**config.mk**
```make
export PLATFORM = sky130hd
export DESIGN_NAME = mem_port_sequencer
export DESIGN_NICKNAME = d
export VERILOG_FILES = /design/src/rtl/mem_arb_pkg.sv /design/src/rtl/mem_port_sequencer.sv
export SDC_FILE = /design/constraint.sdc
export NUM_CORES = 1
export LEC_CHECK = 0
export ABC_AREA = 1
export CORE_MARGIN = 5
export CORE_UTILIZATION = 42
export DETAILED_ROUTE_END_ITERATION = 10
export GPL_ROUTABILITY_DRIVEN = 0
export PLACE_DENSITY = 0.94
export SLEW_MARGIN = 20
export SYNTH_ARGS = -nofsm -noshare
export SYNTH_HDL_FRONTEND = slang
export SYNTH_SLANG_ARGS = --single-unit
```
**constraint.sdc**
```tcl
create_clock -name clk -period 2.08 [get_ports clk]
set_input_delay 0.416 -clock clk [delete_from_list [all_inputs] [get_ports clk]]
set_output_delay 0.416 -clock clk [all_outputs]
set_load 0.03 [all_outputs]
```
**src/rtl/mem_arb_pkg.sv**
```systemverilog
// Shared types and constants for the unified memory-port sequencer.
// Imported by mem_port_sequencer.
package mem_arb_pkg;

  typedef enum logic [1:0] {
    IDLE   = 2'd0,
    ACCESS = 2'd1,
    RESP   = 2'd2
  } state_t;

  typedef enum logic {
    OWN_IF = 1'b0,
    OWN_LS = 1'b1
  } owner_t;

  localparam logic [3:0]  BE_WORD       = 4'hF;
  localparam logic [31:0] TIMEOUT_RDATA = 32'h0000_0000;

endpackage

```
**src/rtl/mem_port_sequencer.sv**
```systemverilog
// Arbitrates IF and LS requesters onto the single memory port of the multicycle core.
// Optional access timeout: define MEM_SEQ_TIMEOUT_EN.
module mem_port_sequencer
  import mem_arb_pkg::*;
#(
  parameter int unsigned TIMEOUT_CYCLES = 16,
  parameter logic [31:0] RESET_PC_WORD  = 32'h0000_0000
) (
  input  logic        clk,
  input  logic        reset_n,
  input  logic        if_req,
  input  logic [31:0] if_addr,
  output logic        if_gnt,
  output logic        if_rvalid,
  output logic [31:0] if_rdata,
  input  logic        ls_req,
  input  logic [31:0] ls_addr,
  input  logic        ls_we,
  input  logic [3:0]  ls_be,
  input  logic [31:0] ls_wdata,
  output logic        ls_gnt,
  output logic        ls_rvalid,
  output logic [31:0] ls_rdata,
  output logic        mem_req,
  output logic [31:0] mem_addr,
  output logic        mem_we,
  output logic [3:0]  mem_be,
  output logic [31:0] mem_wdata,
  input  logic [31:0] mem_rdata,
  input  logic        mem_ready,
  output logic        err
);

  if (TIMEOUT_CYCLES < 1) begin : g_cfg_check
    $error("mem_port_sequencer: TIMEOUT_CYCLES must be at least 1");
  end

  state_t      state_q, state_d;
  owner_t      owner_q, last_owner_q;
  logic [31:0] addr_q, wdata_q, rdata_q;
  logic [3:0]  be_q;
  logic        we_q;
  logic        grant_ls, grant_if;
  logic        timeout;

  // LS wins a tie unless it owned the previous access, so neither side starves.
  assign grant_ls = ls_req && (!if_req || (last_owner_q == OWN_IF));
  assign grant_if = if_req && !grant_ls;

  assign mem_addr  = addr_q;
  assign mem_we    = we_q;
  assign mem_be    = be_q;
  assign mem_wdata = wdata_q;
  assign if_rdata  = rdata_q;
  assign ls_rdata  = rdata_q;

  // NOTE: sequential state uses non-blocking (<=) so every register samples pre-edge values.
  always_ff @(posedge clk or negedge reset_n) begin
    if (!reset_n) state_q <= IDLE;
    else          state_q <= state_d;
  end

  // NOTE: every combinational output gets a default first, so no path can infer a latch.
  always_comb begin
    state_d   = state_q;
    if_gnt    = 1'b0;
    ls_gnt    = 1'b0;
    if_rvalid = 1'b0;
    ls_rvalid = 1'b0;
    mem_req   = 1'b0;
    case (state_q)
      IDLE: begin
        if_gnt = grant_if;
        ls_gnt = grant_ls;
        if (grant_if || grant_ls) state_d = ACCESS;
      end
      ACCESS: begin
        mem_req = 1'b1;
        if (mem_ready || timeout) state_d = RESP;
      end
      RESP: begin
        if_rvalid = (owner_q == OWN_IF);
        ls_rvalid = (owner_q == OWN_LS);
        state_d   = IDLE;
      end
      default: state_d = IDLE;
    endcase
  end

  // Request capture on grant; read-data capture on completion or abort.
  always_ff @(posedge clk or negedge reset_n) begin
    if (!reset_n) begin
      owner_q      <= OWN_IF;
      last_owner_q <= OWN_IF;
      addr_q       <= '0;
      we_q         <= 1'b0;
      be_q         <= '0;
      wdata_q      <= '0;
      rdata_q      <= RESET_PC_WORD;
    end else begin
      if (state_q == IDLE && (grant_if || grant_ls)) begin
        owner_q      <= grant_ls ? OWN_LS : OWN_IF;
        last_owner_q <= grant_ls ? OWN_LS : OWN_IF;
        if (grant_ls) begin
          addr_q  <= ls_addr;
          we_q    <= ls_we;
          be_q    <= ls_be;
          wdata_q <= ls_wdata;
        end else begin
          addr_q  <= if_addr;
          we_q    <= 1'b0;
          be_q    <= BE_WORD;
          wdata_q <= '0;
        end
      end
      if (state_q == ACCESS) begin
        if (mem_ready) begin
          if (!we_q) rdata_q <= mem_rdata;
        end else if (timeout) begin
          rdata_q <= TIMEOUT_RDATA;
        end
      end
    end
  end

`ifdef MEM_SEQ_TIMEOUT_EN
  localparam int unsigned CNT_W = $clog2(TIMEOUT_CYCLES + 1);

  logic [CNT_W-1:0] cnt_q;
  logic [CNT_W-1:0] cnt_inc;
  logic             err_q;

  assign cnt_inc = cnt_q + CNT_W'(1);
  // The cycle that would bring the ready-less count to the limit aborts; mem_ready in it wins.
  assign timeout = (state_q == ACCESS) && !mem_ready && (cnt_inc == CNT_W'(TIMEOUT_CYCLES));
  assign err     = (state_q == RESP) && err_q;

  always_ff @(posedge clk or negedge reset_n) begin
    if (!reset_n) begin
      cnt_q <= '0;
      err_q <= 1'b0;
    end else if (state_q == IDLE) begin
      cnt_q <= '0;
    end else if (state_q == ACCESS) begin
      if (!mem_ready) cnt_q <= cnt_inc;
      if (mem_ready || timeout) err_q <= timeout;
    end
  end
`else
  assign timeout = 1'b0;
  assign err     = 1'b0;
`endif

endmodule

```
After elaboration in Yosys (flattened, before gate mapping) --
Index checks and enable logic that the tools add are counted.
Operators by class: bitwise operators 2, reduce and logical (&&, ||, !) cells 10, multiplexer cells 13, equal/unequal tests 4
Operator list (count):
- $mux W32 | 2
- $mux W1 | 7
- $mux W2 | 2
- $mux W4 | 1
- $ne A2 B2 Y1 const B | 2
- $pmux W2 S2 | 1
- $logic_and A1 B1 Y1 | 3
- $reduce_and A3 Y1 | 1
- $eq A2 B1 Y1 const B | 1
- $eq A2 B2 Y1 const B | 1
- $logic_not A1 Y1 | 2
- $logic_not A2 Y1 | 1
- $logic_or A1 B1 Y1 | 2
- $not A1 Y1 | 2
- $reduce_and A2 Y1 | 1
Word-level totals: output and inout bits 139, register bits after elaboration 104

Depth between registers and ports, before layout --
depth after elaboration 8, depth in mapped cells 7

Worst setup path before layout --
OpenSTA, ideal clock, no wires.
path type input to output, from in ls_req, to out if_gnt, arrival time 1360 ps, data required time 1664 ps, path slack 304 ps, buffers on the path 3, stages on the path 6, cell sequence buf_2 > nand2_2 > buf_6 > buf_6 > nand2_1 > nor2_1
Between the ends: longest elaborated chain between the ends 4
Ends and longest elaborated chain:
- from (decl) | RTL line mem_port_sequencer.sv:16 | input logic ls_req,
- $logic_and A1 B1 Y1 | RTL line mem_port_sequencer.sv:47 | assign grant_ls = ls_req && (!if_req || (last_owner_q == OWN_IF));
- $logic_not A1 Y1 | RTL line mem_port_sequencer.sv:48 | assign grant_if = if_req && !grant_ls;
- $logic_and A1 B1 Y1 | RTL line mem_port_sequencer.sv:48
- $mux W1 | RTL line mem_port_sequencer.sv:71 | case (state_q)
- to (decl) | RTL line mem_port_sequencer.sv:13 | output logic if_gnt,
Every way passes these cells.

Worst setup path in the final report --
from in if_req, to out if_gnt
Between the ends: longest elaborated chain between the ends 6
Ends and longest elaborated chain:
- from (decl) | RTL line mem_port_sequencer.sv:11 | input logic if_req,
- $logic_not A1 Y1 | RTL line mem_port_sequencer.sv:47
- $logic_or A1 B1 Y1 | RTL line mem_port_sequencer.sv:47
- $logic_and A1 B1 Y1 | RTL line mem_port_sequencer.sv:47
- $logic_not A1 Y1 | RTL line mem_port_sequencer.sv:48
- $logic_and A1 B1 Y1 (*) | RTL line mem_port_sequencer.sv:48
- $mux W1 (*) | RTL line mem_port_sequencer.sv:71
Mark *: on every way between the ends. The rest lies on a longest branch, timed or not.

==> metrics <==
Worst path max stage delay approximately 0.53 ns; CP top delay family buffers and inverters; status finished, final reports clean; Buf+Inv Stages, Crit Path 2; Avg Cell Area, Syn 7.95 µm²; worst min path class input port to async pin; cell taking the most area after synthesis dfrtp_1; initial cell density of the core a little over two fifths; core box area around 0.012 mm²; crit-path cells clkdlybuf4s50_1, nand2_2, nand2_2, nand2_1, nor2_1, buf_12; Vias per Instance about 4.9; nets approximately 1,000; overall routing resource usage 22.6%; internal power between 0.007 and 0.008 W; Max Cap Viol 0; worst reg2reg endpoint mem_wdata[23]; Worst Skew 0.00641 ns; slowest CP cell clkdlybuf4s50_1; Post-DP HPWL approximately 13,000 µm; Residual DRC 0; Worst slew margin between 60% and 70%; combinational group share of total power 59.7%; Antenna Nets Post-Route 0; Crit path required time about 1.7 ns; CP most frequent cell nand2_2; R2R Setup Slk 0.74 ns; CTS tree yes; Highest Signal Layer met4; Sw Share 47.0%; 1st-pass router iterations 5; worst-skew pair later-pin latency between 0.3 and 0.4 ns; Pwr per Cell Area 1680 mW/mm²; clock sink count 104; vias in the first global route roughly 4,900; Seq cells post-synth ~100; largest net degree at the start of global routing approximately 110; first-pass GRT wire length 25,500 µm; Crit path arrival time 1.56 ns; top cells by area, synth dfrtp_1 52%, nand2_1 20%, nand3_1 6.4%; num ports about 280; setup bufs post-CTS 0; drt total wl approximately 16,000 µm; clk root buf clkbuf_16; peak supply drop 0.787 mV; Sequential Power Share 27.8%; area delta synth->final 58.4%; Psw 0.00626 W; final period utilization 94.9%; Max Freq 506 MHz; most frequent cells in the layout 270 x nand2_1, 269 x clkdlybuf4s50_1, 104 x dfrtp_1; Syn Std Cell Area approximately 0.0050 mm²; H-tree level count 3; clock slew at reported path FFs 0.07 ns; Port Buf Inserts between 200 and 300; Gate Count Post-Synth 630; initial antenna violation count 2; part of the Yosys area used for sequential elements around 52%; Mapped Nets approximately 770; Final min period between 1.5 and 2 ns; Pwr Total 0.0133 W; R2R depth 6; die width ~120 µm; worst-margin pin slew ~0.55 ns; share of the synthesized area in the top cell type between 50 and 60%; die height 119 µm; total number of vias 4,901; WL/cell about 16 µm; Worst Slack Setup Final roughly 0.11 ns; cts bufs inserted 9; crit path capture type output pin; Hold WS about 0.12 ns; RSZ-0062 raised after global routing false; met3 WL 1540 µm; WL met1 5990 µm; Setup CP Type input port to output pin; Lkg Pwr around 4 nW; Setup crit start kind input port; 1st-iter DRT viols around 350; RR Startpoint state_q[0]; final setup vio count 0; Post-Route Setup TNS 0 ns; CP max FO 3; Slew Limit Fails 0; final hold viol count 0; final core utilization between 60% and 70%; pre-CTS setup slack approximately 0.087 ns; share of cells above drive strength 1 5.32%; Ys Warns 0; Clock Path Buffers 2; row cnt 39; Yosys cell types 18; Met2 Wirelength 8260 µm; Die Area 0.0142 mm²; total grt overflow 0; commonest non-fill, non-tap cell in the layout nand2_1; Clock power frac between 10 and 15%
## worst max-delay path by stage
| stage | endpoint | cells after the start | start |
|---|---|---|---|
| floorplan | if_gnt | 6 | ls_req |
| global placement | if_gnt | 6 | if_req |
| detailed placement | if_gnt | 6 | if_req |
| CTS | if_gnt | 6 | if_req |
| global route | if_gnt | 6 | if_req |
| finish | if_gnt | 6 | if_req |
## cell usage after synthesis
master	n
nand2_1	270
dfrtp_1	104
inv_1	68
nand3_1	64
buf_4	39
nand4_1	32
buf_2	12
clkbuf_1	12
buf_6	8
o21ai_0	5
inv_2	3
nand2_2	3
nor2_4	3
nor3_1	3
conb_1	1
nand3_2	1
nor2_1	1
nor2_2	1
## registers in the layout, indices dropped and copies added (netlist names)
name,cells
if_rdata,32
last_owner_q,1
mem_addr,32
mem_be,4
mem_wdata,32
mem_we,1
state_q,2
## power groups by stage
| stage | combinational (W) | clock (W) | sequential (W) |
|---|---|---|---|
| global route | 0.00844 | 0.00178 | 0.00385 |
| finish | 0.00796 | 0.00165 | 0.00371 |
| global placement | 0.00786 | 0 | 0.00366 |
| floorplan | 0.00293 | 0 | 0.00555 |
| detailed placement | 0.00803 | 0 | 0.00372 |
| CTS | 0.00804 | 0.00168 | 0.00371 |
## logic make-up (layout without fill, tap and decap cells)
logic type / after synthesis / in the layout / synth area share (%)
DFF: 104 / 104 / 52.0
and+or+nand+nor: 378 / 378 / 32.4
other: 1 / 3 / 0.0749
AOI/OAI and AO/OA: 5 / 5 / 0.500
buffers and inverters: 142 / 377 / 15.1
## per-stage QoR
step                cells  instance area (µm²)
detailed placement    994                 7640
finish               1010                 7930
global placement      994                 7640
floorplan             630                 5010
global route         1010                 7930
CTS                  1008                 7930
## per-layer routing
layer  vias up  global-route usage, %
met4         0                   8.98
met5         -                      0
li1       2366                      -
met2       247                   39.9
met1      2264                   25.4
met3        24                   7.01
## final cells by class
class / instances / area [µm²]
well taps: 143 / 179
clock buffers: 9 / 225
diodes: 2 / 5.00
clock inverters: 5 / 58.8
repair buffers: 292 / 2940
multi-input cells: 384 / 1650
flip-flops and latches: 104 / 2600
fillers: 911 / 3630
inverters: 71 / 267
## repair_timing
action	4_1_cts	5_1_grt
hold buffers	0	0
setup endpoints to repair	2	0
resized for setup	2	0
No activity file was read; power rests on OpenSTA's default activity.
